**config.mk**
```make
export PLATFORM = sky130hd
export DESIGN_NAME = wb_stage_flat
export DESIGN_NICKNAME = d
export VERILOG_FILES = /design/src/rtl/wb_pkg.sv /design/src/rtl/wb_stage_if.sv /design/src/rtl/wb_fwd_cmp.sv /design/src/rtl/wb_stage.sv /design/src/flat_wrapper.sv
export SDC_FILE = /design/constraint.sdc
export NUM_CORES = 1
export LEC_CHECK = 0
export CAP_MARGIN = 40
export CORE_UTILIZATION = 37
export CTS_BUF_LIST = sky130_fd_sc_hd__clkbuf_4 sky130_fd_sc_hd__clkbuf_8 sky130_fd_sc_hd__clkbuf_16
export CTS_CLUSTER_DIAMETER = 60
export DETAILED_ROUTE_END_ITERATION = 7
export PLACE_DENSITY = 0.79
export SLEW_MARGIN = 30
export SYNTH_ARGS = -nofsm -noshare
export SYNTH_HDL_FRONTEND = slang
export SYNTH_HIERARCHICAL = 1
export SYNTH_SLANG_ARGS = --single-unit
```
**constraint.sdc**
```tcl
create_clock -name Clk -period 1.5 [get_ports Clk]
set_input_delay 0.15 -clock Clk [delete_from_list [all_inputs] [get_ports Clk]]
set_output_delay 0.15 -clock Clk [all_outputs]
set_load 0.01 [all_outputs]
```
**src/rtl/wb_pkg.sv**
```systemverilog
// Shared types and constants for the writeback stage.
package wb_pkg;

  typedef enum logic [1:0] {IDLE, HOLD, LWAIT, LWB} wb_state_t;

  localparam int CNT_W   = 3;  // holds LOAD_LAT-1 for LOAD_LAT up to 7
  localparam int R0_ADDR = 0;

endpackage

```
**src/rtl/wb_stage_if.sv**
```systemverilog
// Execute-to-writeback result handshake; the stage accepts when ex_valid && ex_ready.
interface wb_stage_if #(
  parameter int W = 8,
  parameter int D = 3
);
  logic         ex_valid;
  logic         ex_ready;
  logic [D-1:0] ex_waddr;
  logic [W-1:0] ex_wdata;
  logic         ex_is_load;
  logic         ex_is_mov;

  modport master (
    output ex_valid, ex_waddr, ex_wdata, ex_is_load, ex_is_mov,
    input  ex_ready
  );

  modport slave (
    input  ex_valid, ex_waddr, ex_wdata, ex_is_load, ex_is_mov,
    output ex_ready
  );
endinterface

```
**src/rtl/wb_fwd_cmp.sv**
```systemverilog
// Combinational read-address compare: forward enables in HOLD/LWB and load-use hazard in LWAIT.
// Zero latency, no flow control.
module wb_fwd_cmp
  import wb_pkg::*;
#(
  parameter int D = 3
) (
  input  wb_state_t    state_i,
  input  logic [D-1:0] waddr_i,
  input  logic [D-1:0] pend_dest_i,
  input  logic [D-1:0] rd_addr_a_i,
  input  logic [D-1:0] rd_addr_b_i,
  output logic         fwd_a_en_o,
  output logic         fwd_b_en_o,
  output logic         hazard_o
);

  always_comb begin
    fwd_a_en_o = 1'b0;
    fwd_b_en_o = 1'b0;
    hazard_o   = 1'b0;
    case (state_i)
      HOLD, LWB: begin
        fwd_a_en_o = (rd_addr_a_i == waddr_i);
        fwd_b_en_o = (rd_addr_b_i == waddr_i);
      end
      LWAIT: begin
        hazard_o = (rd_addr_a_i == pend_dest_i) || (rd_addr_b_i == pend_dest_i);
      end
      default: ;
    endcase
  end

endmodule

```
**src/rtl/wb_stage.sv**
```systemverilog
// Writeback stage: ALU/MOV results write one cycle after accept, loads LOAD_LAT+1 cycles after.
// ex_ready drops for the LOAD_LAT cycles a load is in flight and while Reset is high.
module wb_stage
  import wb_pkg::*;
#(
  parameter int W        = 8,
  parameter int D        = 3,
  parameter int LOAD_LAT = 1
) (
  input  logic         Clk,
  input  logic         Reset,
  wb_stage_if.slave    ex,
  input  logic [W-1:0] mem_rdata,
  input  logic [D-1:0] rd_addr_a,
  input  logic [D-1:0] rd_addr_b,
  output logic         fwd_a_en,
  output logic         fwd_b_en,
  output logic [W-1:0] fwd_data,
  output logic         hazard,
  output logic         WriteEn,
  output logic [D-1:0] Waddr,
  output logic [W-1:0] DataIn
);

  wb_state_t        state_q, state_d;
  logic [CNT_W-1:0] cnt_q, cnt_d;
  logic [D-1:0]     waddr_q, waddr_d;
  logic [W-1:0]     wdata_q, wdata_d;
  logic [D-1:0]     pend_dest_q, pend_dest_d;

  logic         accept;
  logic         load_done;
  logic [D-1:0] dest;

  assign ex.ex_ready = !Reset && (state_q != LWAIT);
  assign accept      = ex.ex_valid && ex.ex_ready;
  assign dest        = ex.ex_is_mov ? D'(R0_ADDR) : ex.ex_waddr;
  assign load_done   = (cnt_q == CNT_W'(LOAD_LAT - 1));

  always_comb begin
    state_d     = state_q;
    cnt_d       = cnt_q;
    waddr_d     = waddr_q;
    wdata_d     = wdata_q;
    pend_dest_d = pend_dest_q;
    case (state_q)
      LWAIT: begin
        if (load_done) begin
          state_d = LWB;
          waddr_d = pend_dest_q;
          wdata_d = mem_rdata;
          cnt_d   = '0;
        end else begin
          cnt_d = cnt_q + CNT_W'(1);
        end
      end
      default: begin
        // IDLE, HOLD and LWB all take a new result the same way.
        if (accept) begin
          if (ex.ex_is_load) begin
            state_d     = LWAIT;
            cnt_d       = '0;
            pend_dest_d = dest;
          end else begin
            state_d = HOLD;
            waddr_d = dest;
            wdata_d = ex.ex_wdata;
          end
        end else begin
          state_d = IDLE;
        end
      end
    endcase
  end

  always_ff @(posedge Clk) begin
    if (Reset) begin
      state_q     <= IDLE;
      cnt_q       <= '0;
      waddr_q     <= '0;
      wdata_q     <= '0;
      pend_dest_q <= '0;
    end else begin
      state_q     <= state_d;
      cnt_q       <= cnt_d;
      waddr_q     <= waddr_d;
      wdata_q     <= wdata_d;
      pend_dest_q <= pend_dest_d;
    end
  end

  assign WriteEn  = (state_q == HOLD) || (state_q == LWB);
  assign Waddr    = waddr_q;
  assign DataIn   = wdata_q;
  assign fwd_data = wdata_q;

  wb_fwd_cmp #(.D(D)) u_fwd_cmp (
    .state_i     (state_q),
    .waddr_i     (waddr_q),
    .pend_dest_i (pend_dest_q),
    .rd_addr_a_i (rd_addr_a),
    .rd_addr_b_i (rd_addr_b),
    .fwd_a_en_o  (fwd_a_en),
    .fwd_b_en_o  (fwd_b_en),
    .hazard_o    (hazard)
  );

endmodule

```
**src/flat_wrapper.sv**
```systemverilog
// flat-port wrapper written by rule: the top's interface ports become plain ports
module wb_stage_flat import wb_pkg::*;
#(
  parameter int W        = 8,
  parameter int D        = 3,
  parameter int LOAD_LAT = 1
)
  (Clk, Reset, mem_rdata, rd_addr_a, rd_addr_b, fwd_a_en, fwd_b_en, fwd_data, hazard, WriteEn, Waddr, DataIn, ex_ex_valid, ex_ex_waddr, ex_ex_wdata, ex_ex_is_load, ex_ex_is_mov, ex_ex_ready);
  wb_stage_if #(.W(W), .D(D)) ex_i ();
  input  logic Clk;
  input  logic Reset;
  input  logic [W-1:0] mem_rdata;
  input  logic [D-1:0] rd_addr_a;
  input  logic [D-1:0] rd_addr_b;
  output logic fwd_a_en;
  output logic fwd_b_en;
  output logic [W-1:0] fwd_data;
  output logic hazard;
  output logic WriteEn;
  output logic [D-1:0] Waddr;
  output logic [W-1:0] DataIn;
  input wire logic [$bits(ex_i.ex_valid)-1:0] ex_ex_valid;
  input wire logic [$bits(ex_i.ex_waddr)-1:0] ex_ex_waddr;
  input wire logic [$bits(ex_i.ex_wdata)-1:0] ex_ex_wdata;
  input wire logic [$bits(ex_i.ex_is_load)-1:0] ex_ex_is_load;
  input wire logic [$bits(ex_i.ex_is_mov)-1:0] ex_ex_is_mov;
  output wire logic [$bits(ex_i.ex_ready)-1:0] ex_ex_ready;
  assign ex_i.ex_valid = ex_ex_valid;
  assign ex_i.ex_waddr = ex_ex_waddr;
  assign ex_i.ex_wdata = ex_ex_wdata;
  assign ex_i.ex_is_load = ex_ex_is_load;
  assign ex_i.ex_is_mov = ex_ex_is_mov;
  assign ex_ex_ready = ex_i.ex_ready;
  wb_stage #(.W(W), .D(D), .LOAD_LAT(LOAD_LAT)) u_core (.Clk(Clk), .Reset(Reset), .ex(ex_i), .mem_rdata(mem_rdata), .rd_addr_a(rd_addr_a), .rd_addr_b(rd_addr_b), .fwd_a_en(fwd_a_en), .fwd_b_en(fwd_b_en), .fwd_data(fwd_data), .hazard(hazard), .WriteEn(WriteEn), .Waddr(Waddr), .DataIn(DataIn));
endmodule
```
==> summary.md, run 1 <==
| Metric | Value |
|---|---|
| Status | finished, violations left |
| Failing checks | design-rule violations |
| First-pass GRT wire length | 4820 µm |
| Leak | 0.693 nW |
| Via-per-instance ratio | 5.41 |
| Initial antenna violation count | 0 |
| Synth warn | 6 |
| FF-to-FF Start | u_core/cnt_q[0]$_SDFFE_PP0P_ |
| Worst hold-check path type | flip-flop to flip-flop |
| H-tree levels | 1 |
| Crit path depth | 5 |
| Fmax | 677 MHz |
| Adder-cell share of the synthesized area | 0.0216 |
| CP max stage delay | 0.36 ns |
| Routed Antenna Nets | 0 |
| Gr usage total | 0.183 |
| Ant. Diodes | 0 |
| Area added between synthesis and finish | 51.8% |
| Die ar. | 3370 µm² |
| FF-to-FF End | u_core/DataIn[7]$_SDFFE_PP0P_ |
| Slowest CP cell | dfxtp_2 |
| Via Count | 1164 |
| Largest family of logic cells by synthesized area | compound AO/OA/AOI/OAI gates |
| Initial Util | 0.407 |
| Number of global-route vias before repair | 1090 |
| Drt pass-1 iters | 6 |
| Clock Sinks | 19 |
| Synth Register Bits | 19 |
| Max FO, Critical Path | 6 |
| Die X | 58.0 µm |
| Worst Setup End Kind | flip-flop |
| Final period utilization | 0.984 |
| Fraction of the mapped netlist area in compound gates | 0.232 |
| FF-to-FF setup slack | 0.02 ns |
| Setup Slack @ Placement | -0.235 ns |
| HPWL Detailed | 2330 µm |
| Fillers | 259 |
| Grt total ovfl | 0 |
| CTS tree | done |
| Num CTS Buffers | 3 |
| Synth Area in Simple Gates | 0.165 |
| Nets | 217 |
| Clk_skew | 0.00446 ns |
| WP data arrival | 1.68 ns |
| Xor and xnor area share after synthesis | 0.0905 |
| Post-synthesis mux area share | 0.0259 |
| Num ports | 54 |
| Number of distinct library cells after synthesis | 30 |
| Post-DP Area | 1710 µm² |
| Final WS setup | 0.0237 ns |
| Slew of the pin with the lowest slew margin | 0.356 ns |
| Clock slew at reported path FFs | 0.11 ns |
| Power per Cell Area | 707 nW/µm² |
| Final Hold Viols | 0 |
| Root buffer cell | clkbuf_4 |
| Post-Syn Nets | 161 |
| Mapped Area | 1160 µm² |
| Number of max-slew violations in the final report | 0 |
| IO Port Bufs | 53 |
| Fin Setup TNS | 0 ns |
| Crit path kind | flip-flop to flip-flop |
| CP required | 1.70 ns |
| Die height | 58.0 µm |
| WL/cell | 14.8 µm |
| Drt total wl | 3190 µm |
| Termination of the worst setup path | u_core/DataIn[7]$_SDFFE_PP0P_ |
| Startpoint types | flip-flop |
| Longest Clk Path Bufs | 2 |
| Core Area | 2850 µm² |
| Slew HR | 0.761 |
| Most frequent cells in the layout | 49 x clkdlybuf4s50_1, 16 x a21oi_1, 14 x buf_4, 11 x dfxtp_1, 11 x inv_1 |
| CP top delay family | compound AO/OA/AOI/OAI gates |
| Multi-input gate area | 641 µm² |
| Max Cap Viol | 0 |
| Final Critical Period | 1.48 ns |
| Critical Path, Cell by Cell | inv_1, ha_2, and4bb_4, a31o_2, o221a_1 |
| Cell Rows | 19 |
| Post-CTS Hold Buffers | 0 |
| Drt drc | 4 |
| Finished Cell Area | 1760 µm² |
| Sequential fraction of the synthesis area | 0.328 |
| R2R cell count | 5 |
| Commonest non-fill, non-tap cell in the layout | clkdlybuf4s50_1 |
| Largest net degree at the start of global routing | 16 |
| Syn Inst Count | 129 |
| Initial DRC Count | 35 |
| Worst Setup SP | u_core/cnt_q[0]$_SDFFE_PP0P_ |
| Routability cong. | 0.802 |
| Avg Inst Size Synth | 9.00 µm² |
| FF+latch area | 393 µm² |
| Buf+Inv Stages, Crit Path | 1 |
| Max VDD drop | 259 µV |
| Clock Latency Late Sink | 0.30 ns |
| Layout cells sized above 1 | 0.207 |
| Final setup vio count | 0 |
how the worst min path moves through the flow:
| stage | from | cells after the start | to |
|---|---|---|---|
| after floorplan | ex_ex_is_load | 2 | u_core/pend_dest_q[0]$_SDFFE_PP0P_ |
| after global placement | u_core/cnt_q[0]$_SDFFE_PP0P_ | 2 | u_core/cnt_q[0]$_SDFFE_PP0P_ |
| after detailed placement | u_core/cnt_q[0]$_SDFFE_PP0P_ | 2 | u_core/cnt_q[0]$_SDFFE_PP0P_ |
| after CTS | u_core/cnt_q[0]$_SDFFE_PP0P_ | 2 | u_core/cnt_q[0]$_SDFFE_PP0P_ |
| after global routing | mem_rdata[3] | 4 | u_core/DataIn[3]$_SDFFE_PP0P_ |
| final | u_core/cnt_q[0]$_SDFFE_PP0P_ | 2 | u_core/cnt_q[0]$_SDFFE_PP0P_ |
cell type report:
type / instances / area share
clock buffer: 4 / 0.0170
inverter: 11 / 0.0234
multi-input combinational: 83 / 0.363
sequential: 19 / 0.223
tap: 31 / 0.0220
timing repair buffer: 67 / 0.351
state kept, by name (all words and copies together), names as in the netlist:
signal and count:
u_core/state_q 2, u_core/cnt_q 3, u_core/pend_dest_q 3, u_core/DataIn 8, u_core/Waddr 3
metrics by stage:
| step | util | total power, mW | hold slack (ns) | cells |
|---|---|---|---|---|
| global placement | 0.599 | 0.953 | 0.466 | 209 |
| finish | 0.618 | 1.25 | 0.487 | 215 |
| global route | 0.618 | 1.31 | 0.489 | 215 |
| CTS | 0.613 | 1.23 | 0.488 | 213 |
| floorplan | - | 0.766 | 0.300 | 129 |
| detailed placement | 0.599 | 0.964 | 0.486 | 209 |
metal layers:
metal / global-route usage / wire length, µm
met5: 0 / 0
met4: 0.0714 / 27
met3: 0.0223 / 165
met2: 0.314 / 1630
met1: 0.234 / 1370
repair_timing:
item / CTS / global route
resized for setup: 14 / 8
gates cloned: 0 / 1
setup endpoints to repair: 14 / 13
setup buffers: 0 / 1
synth_stat cells:
| library cell | instances | area [µm²] |
|---|---|---|
| dfxtp_1 | 19 | 380 |
| a21oi_1 | 16 | 80.1 |
| inv_1 | 11 | 41.3 |
| buf_4 | 8 | 60.1 |
| o221a_1 | 8 | 90.1 |
| xnor2_1 | 8 | 70.1 |
| nor2b_1 | 7 | 43.8 |
| nand3_1 | 6 | 30.0 |
| clkbuf_1 | 4 | 15.0 |
| xor2_1 | 4 | 35.0 |
| a311oi_1 | 3 | 26.3 |
| buf_6 | 3 | 33.8 |
| mux2i_1 | 3 | 30.0 |
| nand2_1 | 3 | 11.3 |
| nand2b_1 | 3 | 18.8 |
| nand4_1 | 3 | 18.8 |
| o31ai_1 | 3 | 22.5 |
| a211oi_1 | 2 | 15.0 |
| buf_2 | 2 | 10.0 |
| ha_1 | 2 | 25.0 |
| nor3_1 | 2 | 10.0 |
| a211oi_2 | 1 | 12.5 |
| a31o_4 | 1 | 17.5 |
| and4bb_4 | 1 | 16.3 |
| nand2b_4 | 1 | 13.8 |
| nand3_2 | 1 | 10.0 |
| nand3b_1 | 1 | 7.51 |
| nor2_1 | 1 | 3.75 |
| nor3b_1 | 1 | 7.51 |
| o21ai_1 | 1 | 5.00 |
worst reg2reg max path, stage by stage, from the launching register on:
cell and delay [ns]:
dfxtp_2 0.36, inv_1 0.07, ha_2 0.20, and4bb_4 0.23, a31o_2 0.29, o221a_1 0.24
cells by family after synthesis:
family                     count (synthesis)
AOI/OAI and AO/OA                         35
xor gates and xnor gates                  12
adders and majority gates                  2
buffers and inverters                     28
DFF                                       19
muxes                                      3
and+or+nand+nor                           30
where the power goes:
part / internal, mW / switching [mW] / leakage, nW / total (mW)
clock network: 0.122 / 0.159 / 0.0184 / 0.280
registers: 0.537 / 0.0330 / 0.159 / 0.570
logic: 0.241 / 0.156 / 0.516 / 0.396
Note: power is estimated with default switching activity, not from simulation.
==> run 2: changes to the inputs <==
- ABC_AREA: unset -> 1
- CORE_UTILIZATION: 37 -> 38
- CTS_BUF_LIST: sky130_fd_sc_hd__clkbuf_4 sky130_fd_sc_hd__clkbuf_8 sky130_fd_sc_hd__clkbuf_16 -> unset
==> summary.md, run 2 <==
| Metric | Value |
|---|---|
| Post-route core utilization | 0.590 |
| Switching share of power | 0.289 |
| Root buffer cell | clkbuf_4 |
| Status | finished, final reports clean |
| Clk_skew | 0.00331 ns |
| CP top delay family | buffers and inverters |
| Largest net degree at the start of global routing | 16 |
| Longest Clk Path Bufs | 2 |
| First-pass GRT wire length | 4550 µm |
| CP required | 1.35 ns |
| FF-to-FF Start | u_core/cnt_q[0]$_SDFFE_PP0P_ |
| Number of distinct library cells after synthesis | 20 |
| Num CTS Buffers | 3 |
| Sequential fraction of the synthesis area | 0.305 |
| Core Area | 3080 µm² |
| Mapped Area | 1250 µm² |
| Max FO, Critical Path | 4 |
| Final Hold Viols | 0 |
| Yosys top cell area share | 0.305 |
| CTS tree | done |
| Number of max-slew violations in the final report | 0 |
| Largest area contributor in the netlist | dfxtp_1 |
| FF+latch area | 388 µm² |
| Leak | 0.929 nW |
| Via Count | 1306 |
| Initial antenna violation count | 0 |
| FF-to-FF setup slack | 0.21 ns |
| Power per Cell Area | 649 nW/µm² |
| Post-synth EDFFs | 0 |
| Fillers | 322 |
| Die height | 59.3 µm |
| Routability cong. | 0.715 |
| HP Start | u_core/cnt_q[1]$_SDFFE_PP0P_ |
| Worst Setup End Kind | primary output |
| Clock Latency Late Sink | 0.29 ns |
| WL/cell | 8.99 µm |
| Synth Register Bits | 19 |
| Cells on Worst Hold Path | 2 |
| Area contributors post-synth | dfxtp_1 31%, nand2_1 26%, inv_1 11% |
| Startpoint types | flip-flop |
| P_sw | 341 µW |
| Post-synth top cells | 87 x nand2_1, 37 x inv_1, 36 x nor2_1 |
| FF-to-FF End | u_core/DataIn[3]$_SDFFE_PP0P_ |
| Reg power frac | 0.477 |
| Slew HR | 0.669 |
| Most common cell in the synthesized netlist | nand2_1 |
| Clock Sinks | 19 |
| Drt total wl | 2800 µm |
| Slew of the pin with the lowest slew margin | 0.496 ns |
| Combinational power share | 0.304 |
| Gr usage total | 0.170 |
| Hold EP | u_core/cnt_q[1]$_SDFFE_PP0P_ |
| Syn Inst Count | 218 |
| Drt drc | 0 |
| Clock slew at reported path FFs | 0.11 ns |
| R2R cell count | 9 |
| Max reg flops | 8 |
| Ant. Diodes | 0 |
| Final setup vio count | 0 |
| Slowest CP cell | clkdlybuf4s50_1 |
| Hold WS | 0.489 ns |
| Layout cells sized above 1 | 0.0933 |
| WP data arrival | 1.26 ns |
| Max VDD drop | 365 µV |
| Commonest non-fill, non-tap cell in the layout | nand2_1 |
| FFs w/ async S/R, synth | 0 |
| Multi-input gate area | 642 µm² |
| Drt pass-1 iters | 4 |
| Fmax | 707 MHz |
| Synth warn | 6 |
| RSZ-0062 raised after global routing | false |
| Final period utilization | 0.942 |
| Max Cap Viol | 0 |
| Dominant synthesized flop cell | dfxtp_1 |
| Worst hold-check path type | flip-flop to flip-flop |
| Routed Antenna Nets | 0 |
| Post-CTS Hold Buffers | 0 |
| Crit path kind | flip-flop to primary output |
| Num ports | 54 |
| Nets | 301 |
| Area added between synthesis and finish | 45.8% |
| Initial DRC Count | 83 |
| Die X | 59.3 µm |
| Via-per-instance ratio | 4.19 |
| IO Port Bufs | 53 |
| Avg Inst Size Synth | 5.72 µm² |
| Post-Syn Nets | 250 |
| Cell internal pwr | 838 µW |
| Critical Path, Cell by Cell | clkdlybuf4s50_1 |
| Most frequent cells in the layout | 87 x nand2_1, 49 x clkdlybuf4s50_1, 37 x inv_1, 35 x nor2_1, 13 x dfxtp_1 |
| H-tree levels | 1 |
| Number of global-route vias before repair | 1112 |
| CP max stage delay | 0.56 ns |
| Die ar. | 3510 µm² |
| Final Critical Period | 1.41 ns |
| Cell Rows | 20 |
| Initial Util | 0.405 |
| HPWL Detailed | 2200 µm |
| Clock share of power | 0.219 |
| Buf+Inv Stages, Crit Path | 1 |
| Post CTS Setup Buffer Count | 0 |
| Grt total ovfl | 0 |
| Crit path depth | 1 |
## run 2: cell types whose count changed after synthesis, sizes merged, moves of 4 or more
cell,before,now
nor2,1,37
o221a,8,0
xnor2,8,1
nand2,3,88
nor2b,7,0
nand2b,4,0
inv,11,37
o21ai,1,6
a21oi,16,3
## run 2: timing repair
item                       in CTS  in global routing
setup endpoints to repair       4                  3
pin swaps                       0                  0
gates resized for setup        12                  7
## run 2: power groups by stage
stage	sequential, mW	combinational, mW	clock [mW]
final	0.562	0.358	0.258
after global routing	0.567	0.402	0.289
after global placement	0.570	0.358	0
after detailed placement	0.572	0.361	0
after floorplan	0.577	0.176	0
after CTS	0.563	0.363	0.271
## run 2: stage by stage
stage / area (µm²) / TNS [ns] / setup WS (ns) / power (mW) / std cells
2_1_floorplan: 1250 / 0 / 0.329 / 0.753 / 218
3_3_place_gp: 1790 / -0.551 / -0.195 / 0.928 / 308
3_5_place_dp: 1790 / -0.581 / -0.198 / 0.933 / 308
4_1_cts: 1830 / 0 / 0.0319 / 1.20 / 312
5_1_grt: 1820 / 0 / 0.00714 / 1.26 / 312
6_report: 1820 / 0 / 0.0865 / 1.18 / 312
## run 2: worst max-delay path by stage
stage                                            start                            to  slack [ns]
floorplan                 u_core/cnt_q[0]$_SDFFE_PP0P_  u_core/Waddr[0]$_SDFFE_PP0P_        0.33
global placement                          rd_addr_b[0]                      fwd_b_en       -0.20
detailed placement                        rd_addr_a[2]                      fwd_a_en       -0.20
CTS                 u_core/pend_dest_q[0]$_SDFFE_PP0P_                        hazard        0.03
global route              u_core/Waddr[2]$_SDFFE_PP0P_                      Waddr[2]       0.007
finish                    u_core/Waddr[2]$_SDFFE_PP0P_                      Waddr[2]        0.09
## run 2: cell families (layout without fill, tap and decap cells)
group,Yosys count,in the layout,synth area share
xor gates and xnor gates,4,4,0.0281
DFF,19,19,0.305
AOI/OAI and AO/OA,9,9,0.0392
adders and majority gates,2,2,0.0201
and+or+nand+nor,133,133,0.422
buffers and inverters,51,101,0.186
## run 2: metal layers
metal | wire length [µm] | global-route usage
met5 | 0 | 0
met3 | 172 | 0.0218
met4 | 13 | 0.0612
met1 | 1260 | 0.213
met2 | 1360 | 0.297
## run 2: area by class of cell
class	instances	area share
multi-input cells	148	0.353
repair buffers	60	0.312
flip-flops and latches	19	0.213
inverters	37	0.0764
well taps	44	0.0303
clock buffers	4	0.0145
==> run 3: changes to the inputs <==
==> constraint.sdc (replaced) <==
create_clock -name Clk -period 1.5 [get_ports Clk]
set_input_delay 0.15 -clock Clk [delete_from_list [all_inputs] [get_ports Clk]]
set_output_delay 0.15 -clock Clk [all_outputs]
set_load 0.05 [all_outputs]
==> summary.md, run 3 (same netlist as run 2, synthesis figures left out) <==
| Metric | Value |
|---|---|
| Status | finished, final reports clean |
| Core Area | 3080 µm² |
| Final Critical Period | 1.42 ns |
| Max Cap Viol | 0 |
| Leak | 0.985 nW |
| Commonest non-fill, non-tap cell in the layout | nand2_1 |
| Post CTS Setup Buffer Count | 0 |
| Final setup vio count | 0 |
| Initial Util | 0.405 |
| Die ar. | 3510 µm² |
| Nets | 299 |
| Layout Cells excl Fill | 310 |
| CTS tree | done |
| Num ports | 54 |
| WP data arrival | 1.27 ns |
| Drt drc | 0 |
| Clock Latency Late Sink | 0.29 ns |
| Area added between synthesis and finish | 47.7% |
| Worst Setup End Kind | primary output |
| Slew HR | 0.685 |
| RSZ-0062 raised after global routing | true |
| Max reg flops | 8 |
| Max VDD drop | 530 µV |
| Via-per-instance ratio | 4.22 |
| Longest Clk Path Bufs | 2 |
| Layout cells sized above 1 | 0.195 |
| FF+latch area | 389 µm² |
| Reg power frac | 0.429 |
| Routed Antenna Nets | 0 |
| Dpl cells | 306 |
| HPWL Detailed | 2140 µm |
| Switching share of power | 0.366 |
| Clock Sinks | 19 |
| Fillers | 316 |
| Via Count | 1307 |
| Final WS setup | 0.0835 ns |
| Max FO, Critical Path | 4 |
| Slew of the pin with the lowest slew margin | 0.472 ns |
| Post-CTS Hold Buffers | 0 |
| Hold WS | 0.497 ns |
| Setup Slack @ Placement | 0.0402 ns |
| P_sw | 481 µW |
| Initial antenna violation count | 0 |
| Grt total ovfl | 0 |
| Power per Cell Area | 713 nW/µm² |
| Post-route core utilization | 0.598 |
| CP required | 1.35 ns |
| Drt pass-1 iters | 4 |
| Final period utilization | 0.944 |
| Root buffer cell | clkbuf_4 |
| Fmax | 706 MHz |
| Multi-input gate area | 673 µm² |
| Combinational power share | 0.373 |
| Final Hold Viols | 0 |
| First-pass GRT wire length | 4620 µm |
| Die X | 59.3 µm |
| Initial DRC Count | 63 |
| Gr usage total | 0.175 |
| Crit path kind | flip-flop to primary output |
| Number of global-route vias before repair | 1141 |
| Largest net degree at the start of global routing | 24 |
| H-tree levels | 1 |
| Clock slew at reported path FFs | 0.11 ns |
| Worst hold-check path type | flip-flop to flip-flop |
| Drt total wl | 2840 µm |
| WL/cell | 9.16 µm |
| Clk_skew | 0.00497 ns |
| Most frequent cells in the layout | 87 x nand2_1, 35 x nor2_1, 34 x inv_1, 29 x clkdlybuf4s50_1, 25 x buf_4 |
| Cell Rows | 20 |
| Ant. Diodes | 0 |
| Cell internal pwr | 831 µW |
| IO Port Bufs | 53 |
| Routability cong. | 0.762 |
| Number of max-slew violations in the final report | 0 |
| Num CTS Buffers | 3 |
| Clock share of power | 0.197 |
| Startpoint types | flip-flop |
| Die height | 59.3 µm |
run 3: cell count changes in the layout (fill, tap and decap cells not counted), moves of 2 or more:
cell	previous run	this run
clkdlybuf4s50_1	49	29
clkbuf_2	3	0
nor3_4	0	2
nor3_1	2	0
buf_4	7	25
inv_1	37	34
buf_12	0	4
inv_2	0	3
run 3: per-stage QoR:
| stage | setup TNS, ns | cell area (µm²) | power (mW) |
|---|---|---|---|
| after floorplan | 0 | 1280 | 0.892 |
| after global placement | 0 | 1800 | 1.06 |
| after detailed placement | 0 | 1800 | 1.06 |
| after CTS | 0 | 1830 | 1.33 |
| after global routing | -0.0227 | 1840 | 1.40 |
| final | 0 | 1840 | 1.31 |
run 3: worst paths after layout:
check	from	endpoint	slack (ns)	cells after the start
worst max-delay path	u_core/pend_dest_q[0]$_SDFFE_PP0P_	hazard	0.08	6
worst min-delay path	u_core/cnt_q[2]$_SDFFE_PP0P_	u_core/cnt_q[2]$_SDFFE_PP0P_	0.50	2
worst max register to register	u_core/cnt_q[0]$_SDFFE_PP0P_	u_core/DataIn[4]$_SDFFE_PP0P_	0.22	9
worst min register to register	u_core/cnt_q[2]$_SDFFE_PP0P_	u_core/cnt_q[2]$_SDFFE_PP0P_	0.50	2
run 3: layout make-up:
cell class | instances | area share
clock buffer | 4 | 0.0143
inverter | 37 | 0.0755
multi-input combinational | 148 | 0.366
sequential | 19 | 0.211
tap | 44 | 0.0299
timing repair buffer | 58 | 0.303
run 3: worst max-delay path, stage by stage, from the launching register on:
cell     delay [ns]
dfxtp_2        0.35
inv_2          0.05
nand2_1        0.04
nand2_1        0.07
nand3_1        0.09
a21oi_2        0.20
buf_12         0.16
run 3: repair_timing:
| action | CTS | global route |
|---|---|---|
| pin swaps | 0 | 3 |
| gates resized for setup | 1 | 9 |
| setup endpoints to repair | 1 | 4 |
run 3: power groups by stage:
stage               registers (mW)  logic (mW)  clock network (mW)
floorplan                    0.644       0.247                   0
global placement             0.572       0.483                   0
detailed placement           0.573       0.487                   0
CTS                          0.562       0.491               0.277
global route                 0.569       0.530               0.298
finish                       0.563       0.490               0.259
run 3: layer usage:
metal  GRT usage  up-vias  part of all wire
met3      0.0218        2             0.048
met5           0        -                 0
met4      0.0680        0            0.0046
li1            -      720                 -
met1       0.207      550              0.44
met2       0.318       35              0.50
